**src/rtl/cnn_pkg.sv**
```systemverilog
`default_nettype none
// ============================================================================
//  Module      : cnn_pkg
//  Description : Shared constants and types for the CNN header parser:
//                header byte addresses, error encodings, descriptor field
//                widths and the parser state encoding.
//  Revision    : 1.0 - initial release
// ============================================================================
package cnn_pkg;

    localparam int DEFAULT_MAX_LAYERS = 10;

    localparam int ADDR_W  = 16;
    localparam int COUNT_W = 8;
    localparam int INDEX_W = 4;
    localparam int FSQ_W   = 16;
    localparam int ACC_W   = 18;

    // Header layout in parameter RAM
    localparam logic [2:0]  HDR_FILTER_SIZE = 3'd0;
    localparam logic [2:0]  HDR_NUM_LAYERS  = 3'd1;
    localparam logic [2:0]  HDR_FOFF_HI     = 3'd2;
    localparam logic [2:0]  HDR_FOFF_LO     = 3'd3;
    localparam logic [2:0]  HDR_DOFF_HI     = 3'd4;
    localparam logic [2:0]  HDR_DOFF_LO     = 3'd5;
    localparam logic [15:0] COUNT_BASE      = 16'd6;

    localparam logic [1:0] ERR_OK             = 2'd0;
    localparam logic [1:0] ERR_BAD_HEADER     = 2'd1;
    localparam logic [1:0] ERR_OVERFLOW       = 2'd2;
    localparam logic [1:0] ERR_DENSE_MISMATCH = 2'd3;

    typedef enum logic [3:0] {
        S_IDLE       = 4'd0,
        S_HDR        = 4'd1,
        S_CHECK      = 4'd2,
        S_CONV_RD    = 4'd3,
        S_CONV_EMIT  = 4'd4,
        S_XCHK       = 4'd5,
        S_DENSE_RD   = 4'd6,
        S_DENSE_EMIT = 4'd7,
        S_FIN        = 4'd8
    } parseState_t;

endpackage
`default_nettype wire

```
**src/rtl/layer_size_acc.sv**
```systemverilog
`default_nettype none
// ============================================================================
//  Module      : layer_size_acc
//  Description : Combinational conv-section accumulator step.
//                accOut = accIn + count*(1+fsq); overflow when the sum no
//                longer fits a 16-bit RAM address.
//  Ports       : count (filters in layer), fsq (filterSize^2),
//                accIn (running offset), accOut, overflow
//  Revision    : 1.0 - initial release
// ============================================================================
module layer_size_acc
    import cnn_pkg::*;
(
    input  logic [COUNT_W-1:0] count,
    input  logic [FSQ_W-1:0]   fsq,
    input  logic [ACC_W-1:0]   accIn,
    output logic [ACC_W-1:0]   accOut,
    output logic               overflow
);

    // 255 * 65026 still fits 24 bits, so the product never wraps.
    logic [23:0] w_layerSize;
    logic [24:0] w_sum;

    always_comb begin
        w_layerSize = 24'(count) * (24'(fsq) + 24'd1);
        w_sum       = 25'(accIn) + 25'(w_layerSize);
    end

    assign accOut   = w_sum[ACC_W-1:0];
    assign overflow = (w_sum > 25'h0_FFFF);

endmodule
`default_nettype wire

```
**src/rtl/cnn_header_parser.sv**
```systemverilog
`default_nettype none
// ============================================================================
//  Module      : cnn_header_parser
//  Description : Reads the CNN model header from parameter RAM and emits one
//                descriptor per conv layer and per dense layer (N-1 of them),
//                cross-checking the dense offset against the computed conv
//                section size.
//  Ports       : clk/RST, start/busy/done/errCode (control),
//                ramAddress/readSignal/ramDataOut (RAM read port),
//                filterSize/numLayers/filterOffset/denseOffset (header regs),
//                descValid/descReady/descDense/descIndex/descCount/descBase
//                (descriptor stream)
//  Revision    : 1.0 - initial release
// ============================================================================
module cnn_header_parser
    import cnn_pkg::*;
#(
    parameter int MAX_LAYERS  = DEFAULT_MAX_LAYERS,
    parameter int RAM_LATENCY = 1
) (
    input  logic               clk,
    input  logic               RST,
    input  logic               start,
    output logic               busy,
    output logic               done,
    output logic [1:0]         errCode,
    output logic [ADDR_W-1:0]  ramAddress,
    output logic               readSignal,
    input  logic [7:0]         ramDataOut,
    output logic [7:0]         filterSize,
    output logic [7:0]         numLayers,
    output logic [15:0]        filterOffset,
    output logic [15:0]        denseOffset,
    output logic               descValid,
    input  logic               descReady,
    output logic               descDense,
    output logic [INDEX_W-1:0] descIndex,
    output logic [COUNT_W-1:0] descCount,
    output logic [ADDR_W-1:0]  descBase
);

    localparam int LAT_W = (RAM_LATENCY < 2) ? 1 : $clog2(RAM_LATENCY + 1);
    localparam logic [LAT_W-1:0]   c_ramLat    = LAT_W'(RAM_LATENCY);
    localparam logic [COUNT_W-1:0] c_maxLayers = COUNT_W'(MAX_LAYERS);

    parseState_t        r_state, w_nextState;
    logic [LAT_W-1:0]   r_wait;     // 0 = issue read, c_ramLat = sample data
    logic [2:0]         r_hdrIdx;
    logic [INDEX_W-1:0] r_layer;
    logic [COUNT_W-1:0] r_count;
    logic [FSQ_W-1:0]   r_fsq;
    logic [ACC_W-1:0]   r_acc, w_accNext;
    logic [1:0]         r_err;
    logic [7:0]         r_filterSize, r_numLayers;
    logic [15:0]        r_filterOffset, r_denseOffset;

    logic w_overflow, w_sampleNow, w_issueNow, w_handshake;
    logic w_badHeader, w_lastConv, w_lastDense, w_mismatch;

    layer_size_acc u_layerSizeAcc (
        .count    (r_count),
        .fsq      (r_fsq),
        .accIn    (r_acc),
        .accOut   (w_accNext),
        .overflow (w_overflow)
    );

    assign w_issueNow  = (r_wait == '0);
    assign w_sampleNow = (r_wait == c_ramLat);
    assign descValid   = (r_state == S_CONV_EMIT) || (r_state == S_DENSE_EMIT);
    assign w_handshake = descValid && descReady;
    assign w_badHeader = (r_filterSize == 8'd0) || (r_numLayers == 8'd0) ||
                         (r_numLayers > c_maxLayers);
    assign w_lastConv  = (COUNT_W'(r_layer) + 8'd1) == r_numLayers;
    assign w_lastDense = (COUNT_W'(r_layer) + 8'd2) == r_numLayers;
    assign w_mismatch  = (r_acc[15:0] != r_denseOffset);

    assign busy         = (r_state != S_IDLE) && (r_state != S_FIN);
    assign done         = (r_state == S_FIN);
    assign errCode      = r_err;
    assign filterSize   = r_filterSize;
    assign numLayers    = r_numLayers;
    assign filterOffset = r_filterOffset;
    assign denseOffset  = r_denseOffset;
    assign descDense    = (r_state == S_DENSE_EMIT);
    assign descIndex    = r_layer;
    assign descCount    = r_count;
    // Dense layers all share the section base; per-layer offsets are
    // derived downstream.
    assign descBase     = descDense ? r_denseOffset : r_acc[15:0];

    always_ff @(posedge clk or posedge RST) begin
        if (RST) r_state <= S_IDLE;
        else     r_state <= w_nextState;
    end

    always_comb begin
        w_nextState = r_state;
        readSignal  = 1'b0;
        ramAddress  = '0;
        case (r_state)
            S_IDLE:       if (start) w_nextState = S_HDR;
            S_HDR: begin
                readSignal = w_issueNow;
                ramAddress = {13'd0, r_hdrIdx};
                if (w_sampleNow && (r_hdrIdx == HDR_DOFF_LO)) w_nextState = S_CHECK;
            end
            S_CHECK:      w_nextState = w_badHeader ? S_FIN : S_CONV_RD;
            S_CONV_RD: begin
                readSignal = w_issueNow;
                ramAddress = COUNT_BASE + 16'(r_layer);
                if (w_sampleNow) w_nextState = S_CONV_EMIT;
            end
            S_CONV_EMIT: begin
                if (w_handshake) begin
                    if (w_overflow)      w_nextState = S_FIN;
                    else if (w_lastConv) w_nextState = S_XCHK;
                    else                 w_nextState = S_CONV_RD;
                end
            end
            S_XCHK: begin
                if (w_mismatch || (r_numLayers == 8'd1)) w_nextState = S_FIN;
                else                                     w_nextState = S_DENSE_RD;
            end
            S_DENSE_RD: begin
                readSignal = w_issueNow;
                ramAddress = COUNT_BASE + 16'(r_numLayers) + 16'(r_layer);
                if (w_sampleNow) w_nextState = S_DENSE_EMIT;
            end
            S_DENSE_EMIT: begin
                if (w_handshake) w_nextState = w_lastDense ? S_FIN : S_DENSE_RD;
            end
            S_FIN:        w_nextState = S_IDLE;
            default:      w_nextState = S_IDLE;
        endcase
    end

    always_ff @(posedge clk or posedge RST) begin
        if (RST) begin
            r_wait         <= '0;
            r_hdrIdx       <= '0;
            r_layer        <= '0;
            r_count        <= '0;
            r_fsq          <= '0;
            r_acc          <= '0;
            r_err          <= ERR_OK;
            r_filterSize   <= '0;
            r_numLayers    <= '0;
            r_filterOffset <= '0;
            r_denseOffset  <= '0;
        end else begin
            case (r_state)
                S_IDLE: begin
                    if (start) begin
                        r_err    <= ERR_OK;
                        r_hdrIdx <= '0;
                        r_wait   <= '0;
                    end
                end
                S_HDR: begin
                    if (w_sampleNow) begin
                        r_wait   <= '0;
                        r_hdrIdx <= r_hdrIdx + 3'd1;
                        case (r_hdrIdx)
                            HDR_FILTER_SIZE: r_filterSize         <= ramDataOut;
                            HDR_NUM_LAYERS:  r_numLayers          <= ramDataOut;
                            HDR_FOFF_HI:     r_filterOffset[15:8] <= ramDataOut;
                            HDR_FOFF_LO:     r_filterOffset[7:0]  <= ramDataOut;
                            HDR_DOFF_HI:     r_denseOffset[15:8]  <= ramDataOut;
                            HDR_DOFF_LO:     r_denseOffset[7:0]   <= ramDataOut;
                            default: ;
                        endcase
                    end else begin
                        r_wait <= r_wait + LAT_W'(1);
                    end
                end
                S_CHECK: begin
                    if (w_badHeader) begin
                        r_err <= ERR_BAD_HEADER;
                    end else begin
                        r_fsq   <= 16'(r_filterSize) * 16'(r_filterSize);
                        r_acc   <= ACC_W'(r_filterOffset);
                        r_layer <= '0;
                        r_wait  <= '0;
                    end
                end
                S_CONV_RD, S_DENSE_RD: begin
                    if (w_sampleNow) begin
                        r_count <= ramDataOut;
                        r_wait  <= '0;
                    end else begin
                        r_wait <= r_wait + LAT_W'(1);
                    end
                end
                S_CONV_EMIT: begin
                    if (w_handshake) begin
                        if (w_overflow) begin
                            r_err <= ERR_OVERFLOW;
                        end else begin
                            r_acc <= w_accNext;
                            if (!w_lastConv) r_layer <= r_layer + 4'd1;
                        end
                    end
                end
                S_XCHK: begin
                    if (w_mismatch) r_err <= ERR_DENSE_MISMATCH;
                    r_layer <= '0;
                end
                S_DENSE_EMIT: begin
                    if (w_handshake && !w_lastDense) r_layer <= r_layer + 4'd1;
                end
                default: ;
            endcase
        end
    end

endmodule
`default_nettype wire
```
**config.mk**
```make
export PLATFORM = sky130hd
export DESIGN_NAME = cnn_header_parser
export DESIGN_NICKNAME = d
export VERILOG_FILES = /design/src/rtl/cnn_pkg.sv /design/src/rtl/layer_size_acc.sv /design/src/rtl/cnn_header_parser.sv
export SDC_FILE = /design/constraint.sdc
export NUM_CORES = 1
export LEC_CHECK = 0
export CAP_MARGIN = 10
export CORE_UTILIZATION = 40
export CTS_CLUSTER_DIAMETER = 50
export DETAILED_ROUTE_END_ITERATION = 16
export HOLD_SLACK_MARGIN = 0.05
export SYNTH_ARGS = -nofsm -noshare
export SYNTH_HDL_FRONTEND = slang
export SYNTH_SLANG_ARGS = --single-unit
```
**constraint.sdc**
```tcl
create_clock -name clk -period 19.21 [get_ports clk]
set_input_delay 2.8815 -clock clk [delete_from_list [all_inputs] [get_ports clk]]
set_output_delay 2.8815 -clock clk [all_outputs]
set_load 0.01 [all_outputs]
```
==> After elaboration in Yosys (flattened, before gate mapping) <==
Index checks and enable logic that the tools add are counted.
{ "word_totals": {"output_inout_bits": 99, "word_cells": 135, "input_bits": 12, "reg_bits": 104} }
{ "op_classes": {"reduce_logical": 35, "n_eq_ne": 32, "bitwise": 2, "muxes": 38, "addsub": 10, "multipliers": 2, "order_cmp": 2} }
{ "op_table": {"columns": ["operator", "n"], "rows": [
  ["two-way mux 4 bit", 15],
  ["two-way mux 18 bit", 3],
  ["one-hot mux 18 bit (2 select lines)", 1],
  ["one-hot mux 4 bit (8 select lines)", 1],
  ["one-hot mux 10 bit (3 select lines)", 1],
  ["adder 18 x 24 -> 25 bit", 1],
  ["greater-than comparator 25 x 16 -> 1 bit, second input constant", 1],
  ["multiplier 8 x 24 -> 24 bit", 1],
  ["AND reduction 3 bit", 8],
  ["inequality test 2 bit, second input constant", 11],
  ["AND reduction 6 bit", 3],
  ["adder 16 x 1 -> 17 bit, second input constant", 1],
  ["== test 4 x 3 -> 1 bit, second input constant", 4],
  ["== test 5 x 8 -> 1 bit", 2],
  ["logical NOT 8 bit", 2],
  ["multiplier 8 x 8 -> 16 bit", 1],
  ["two-way mux 16 bit", 1],
  ["inequality test 16 bit", 1],
  ["one-hot mux 4 bit (4 select lines)", 1],
  ["nonzero test 4 bit", 3],
  ["adder 9 x 4 -> 10 bit", 1],
  ["two-way mux 2 bit", 5],
  ["adder 3 x 8 -> 9 bit, first input constant", 1],
  ["two-way mux 3 bit", 3],
  ["32 further kinds", 49]
]} }

==> Depth between registers and ports, before layout <==
{ "logic_depth": {"word_depth": 7, "ltp_mapped": 31, "depth_no_buf": 29} }

==> By module <==
Synthesis repeated with hierarchy kept, for this count alone.
{ "hier_totals": {"cells_unflattened": 1430, "hier_area_um2": 12877.4} }
{ "by_module_without_submodules": {"columns": ["module", "instances", "area_each_um2", "cells_per_inst"], "rows": [
  ["cnn_header_parser", 1, 7146.9, 727],
  ["layer_size_acc", 1, 5730.5, 703]
]} }

==> Worst setup path before layout <==
No wires, ideal clock.
{ "synth_path": {"kind": "reg2reg", "startpoint": "register r_count[6], in the netlist descCount[6]", "endpoint": "register r_acc[0]", "setup_slack_ns": 12.137, "arrival_time_ns": 6.948, "n_path_buf": 2, "period_less_slack_ns": 7.073, "stages_incl_launch_ff": 28, "setup_ns": 0.125, "cell_sequence": "dfrtp_1 > clkbuf_1 > and2_1 > fa_1 > fa_1 > fa_1 > inv_1 > fa_1 > inv_1 > ha_1 > a21oi_4 > o211ai_2 > and3_1 > o21ai_0 > nand2b_1 > a21o_1 > a21oi_1 > xnor2_1 > ha_1 > a21oi_1 > o31ai_1 > or3_1 > a211oi_1 > nand4_1 > nor4_4 > a21boi_4 > buf_6 > mux2_4"} }
{ "synth_via": {"elab_chain_len": 5} }
{ "synth_lines": {"columns": ["item", "line_no", "text"], "rows": [
  ["start: declaration", "cnn_header_parser.sv:50", "logic [COUNT_W-1:0] r_count;"],
  ["start signal: assignment", "cnn_header_parser.sv:189", "r_count <= ramDataOut;"],
  ["multiplier 8 x 24 -> 24 bit", "layer_size_acc.sv:26", "w_layerSize = 24'(count) * (24'(fsq) + 24'd1);"],
  ["adder 18 x 24 -> 25 bit", "layer_size_acc.sv:27", "w_sum = 25'(accIn) + 25'(w_layerSize);"],
  ["greater-than comparator 25 x 16 -> 1 bit", "layer_size_acc.sv:31", "assign overflow = (w_sum > 25'h0_FFFF);"],
  ["inequality test 2 bit (no source line)", null, null],
  ["AND reduction 4 bit (no source line)", null, null],
  ["end signal: assignment", "cnn_header_parser.sv:182", "r_acc <= ACC_W'(r_filterOffset);"],
  ["end signal: assignment", "cnn_header_parser.sv:200", "r_acc <= w_accNext;"],
  ["end: declaration", "cnn_header_parser.sv:52", "logic [ACC_W-1:0] r_acc, w_accNext;"]
]} }
Every way passes these cells.
A chain may end at the register's enable or synchronous reset.

==> Final worst setup path <==
{ "layout_path": {"startpoint": "register r_count[3], in the netlist descCount[3]", "endpoint": "register r_acc[8]"} }
{ "layout_via": {"elab_chain_len": 5, "word_cells_on_any_way": 8, "classes_between": "add/sub (1); mul (1); order compare (1); eq/ne (1); mux (3); reduce/logical (1)"} }
{ "layout_lines": {"columns": ["item", "line_no"], "rows": [
  ["multiplier 8 x 24 -> 24 bit (*)", "layer_size_acc.sv:26"],
  ["adder 18 x 24 -> 25 bit (*)", "layer_size_acc.sv:27"],
  ["greater-than comparator 25 x 16 -> 1 bit or two-way mux 18 bit (tied branches)", "layer_size_acc.sv:31, cnn_header_parser.sv:197"],
  ["inequality test 2 bit (no source line) or two-way mux 18 bit (tied branches)", null],
  ["AND reduction 4 bit (no source line) or one-hot mux 18 bit (2 select lines) (tied branches)", null]
]} }
Mark *: on every way between the ends. The rest lies on a longest branch, timed or not. The select of a mux whose other input is x is not followed.

==> out/metrics.cfg <==
[worst_setup_path]
slowest_stage=dfrtp_1
path_buf_inv=2
start_kind=flop
slowest_delay_ns=0.73
worst_setup_path_end_kind=flop
critical-path-top-delay-family=adder cells
path_common_cell=fa_1
rrSetupSlack_ns=11.47
worstPathArrival_ns=8.00
critical_path_class=reg2reg
cp_max_fo=18
cp.required_ns=19.46

[detailed_routing]
first_pass_iters=5
antenna_left=0
avgViaCountPerCell=5.386
drt_iter0_markers=461
routed-via-count=9948
wl_per_cell_microns=18.10
drc=0
routed_wl_microns=33430

[clock_tree]
cts_tree=done
clk_latency_ns=0.37
cts_setup_buffers=0
holdBufCountCts=0
htree_num_levels=3
cts_buffers=9
clk_pin_slew_ns=0.08
root_buffer=clkbuf_16
cts_resized=0
clkSinkCount=103
cts_max_path_buffers=2

[final_layout]
diodes=0
fill_cells=2986
final_common_cell=inv_1
drive_gt1_frac=0.07788
instances_no_fill=1847
final_cell_mix=156 x inv_1, 155 x nand2_1, 133 x and2_1
nets=1682
design_area_sq_um=14130
areaGrowthSynthToFinish_pct=13.40
fin_util=0.4620

[synth]
ys_ff_latch=103
synth_edf_count=0
avgSynthCellArea_sq_um=9.130
ys_types=76
async_flop_share=1.000
ys_warn_count=0
synthFlopType=dfrtp_1
syn_inst=1365
syn_area_sq_um=12460
ys_seq_area_frac=0.2068

[floorplan]
core_area_sq_um=30590
start_util=0.4074
dieArea_sq_um=31860
core.rowCount=64
die_x_microns=178.5
ioPinCount=111
fp.dieH_microns=178.5

[grt]
antenna_found_initial=0
grt_pass1_wl_microns=54430
grt_max_degree=68
overflow=0
use_met1=0.3132
grtUsageMet2=0.3568
use_met3=0.02451
grt_usage=0.2215
grt_most_used_layer=met2
grt_pass1_vias=10020

[sta]
fin_skew_ns=0.01503
finalSetupViolations=0
grt_setup_unrepaired=false
relSlewSlack=0.2169
fin_crit_ns=7.745
hold_violations=0
fin_setup_tns_ns=0
finalCritPeriodShare=0.4032
fmax_mhz=129.1
worst_pin_slew_ns=1.171
drv_slew=0

[placed_design]
port_buffers=103
gp_congestion=0.9000
place_inst=1831
place_area_sq_um=13840
dpl.hpwl_microns=26480

[run_status]
status=finished, final reports clean

[min_path]
hold_class=reg2reg

[job]
maxCapViolCount=0

==> per-layer routing <==
layer,vias to the layer above,wire [microns]
met1,4987,15720
met2,233,15640
met3,43,1362
met4,0,705
met5,-,0
li1,4685,-
==> worst paths after layout <==
path	start	end	cells past startpoint
setup / recovery	descCount[3]	r_acc[8]	27
hold / removal	r_acc[16]	r_acc[16]	1
setup reg to reg	descCount[3]	r_acc[8]	27
hold reg to reg	r_acc[16]	r_acc[16]	1
max in group asynchronous	RST	r_acc[6]	3
min in group asynchronous	RST	filterSize[3]	2
==> stage by stage <==
step	worst slack [ns]	hold slack, ns
6_report	11.47	0.5243
5_1_grt	10.94	0.5518
4_1_cts	11.52	0.5272
3_5_place_dp	11.53	0.5050
3_3_place_gp	11.70	0.5081
2_1_floorplan	12.14	0.4603
==> synth_stat cells (10+ instances only) <==
master	instances	area share
nor2b_1	15	0.0075
nor3_1	16	0.0064
nand3_1	24	0.0096
o21ai_0	72	0.029
and3_1	11	0.0055
o21a_1	10	0.0060
inv_1	157	0.047
a21o_1	12	0.0072
nand2_1	155	0.047
and2_1	133	0.067
mux2_2	70	0.063
nor2_1	45	0.014
ha_1	108	0.11
dfrtp_1	103	0.21
a21oi_1	60	0.024
xor2_1	46	0.032
nand2b_1	13	0.0065
xnor2_1	31	0.022
clkbuf_1	39	0.012
fa_1	116	0.19
==> cell type report <==
cell class              instances  area [sq um]  area share
clock buffers                  10         229.0     0.01620
clock inverters                 6         60.06    0.004250
inverters                     158         595.6     0.04214
multi-input cells            1068          9121      0.6454
flip-flops and latches        103          2577      0.1824
well taps                     396         495.5     0.03506
repair buffers                106          1054     0.07455
==> logic make-up after synthesis <==
family                   Yosys count  share of synthesized area
AO/OA/AOI/OAI                    229                     0.1220
XOR/XNOR                          77                    0.05412
adder cells (fa/ha/maj)          224                     0.2948
buffers and inverters            206                    0.06486
flip-flops                       103                     0.2068
multiplexers                      81                    0.07530
other                              2                  0.0006026
AND/OR/NAND/NOR                  443                     0.1815
==> flip-flops by register name (all words and copies together) (netlist names) <==
register	flops
r_acc	18
denseOffset	16
filterOffset	16
r_fsq	15
descCount	8
filterSize	8
numLayers	8
descIndex	4
r_state	4
r_hdrIdx	3
errCode	2
r_wait	1
Power is not shown: default switching activity piles up to over one toggle a cycle in this logic, so the estimate is an artifact.
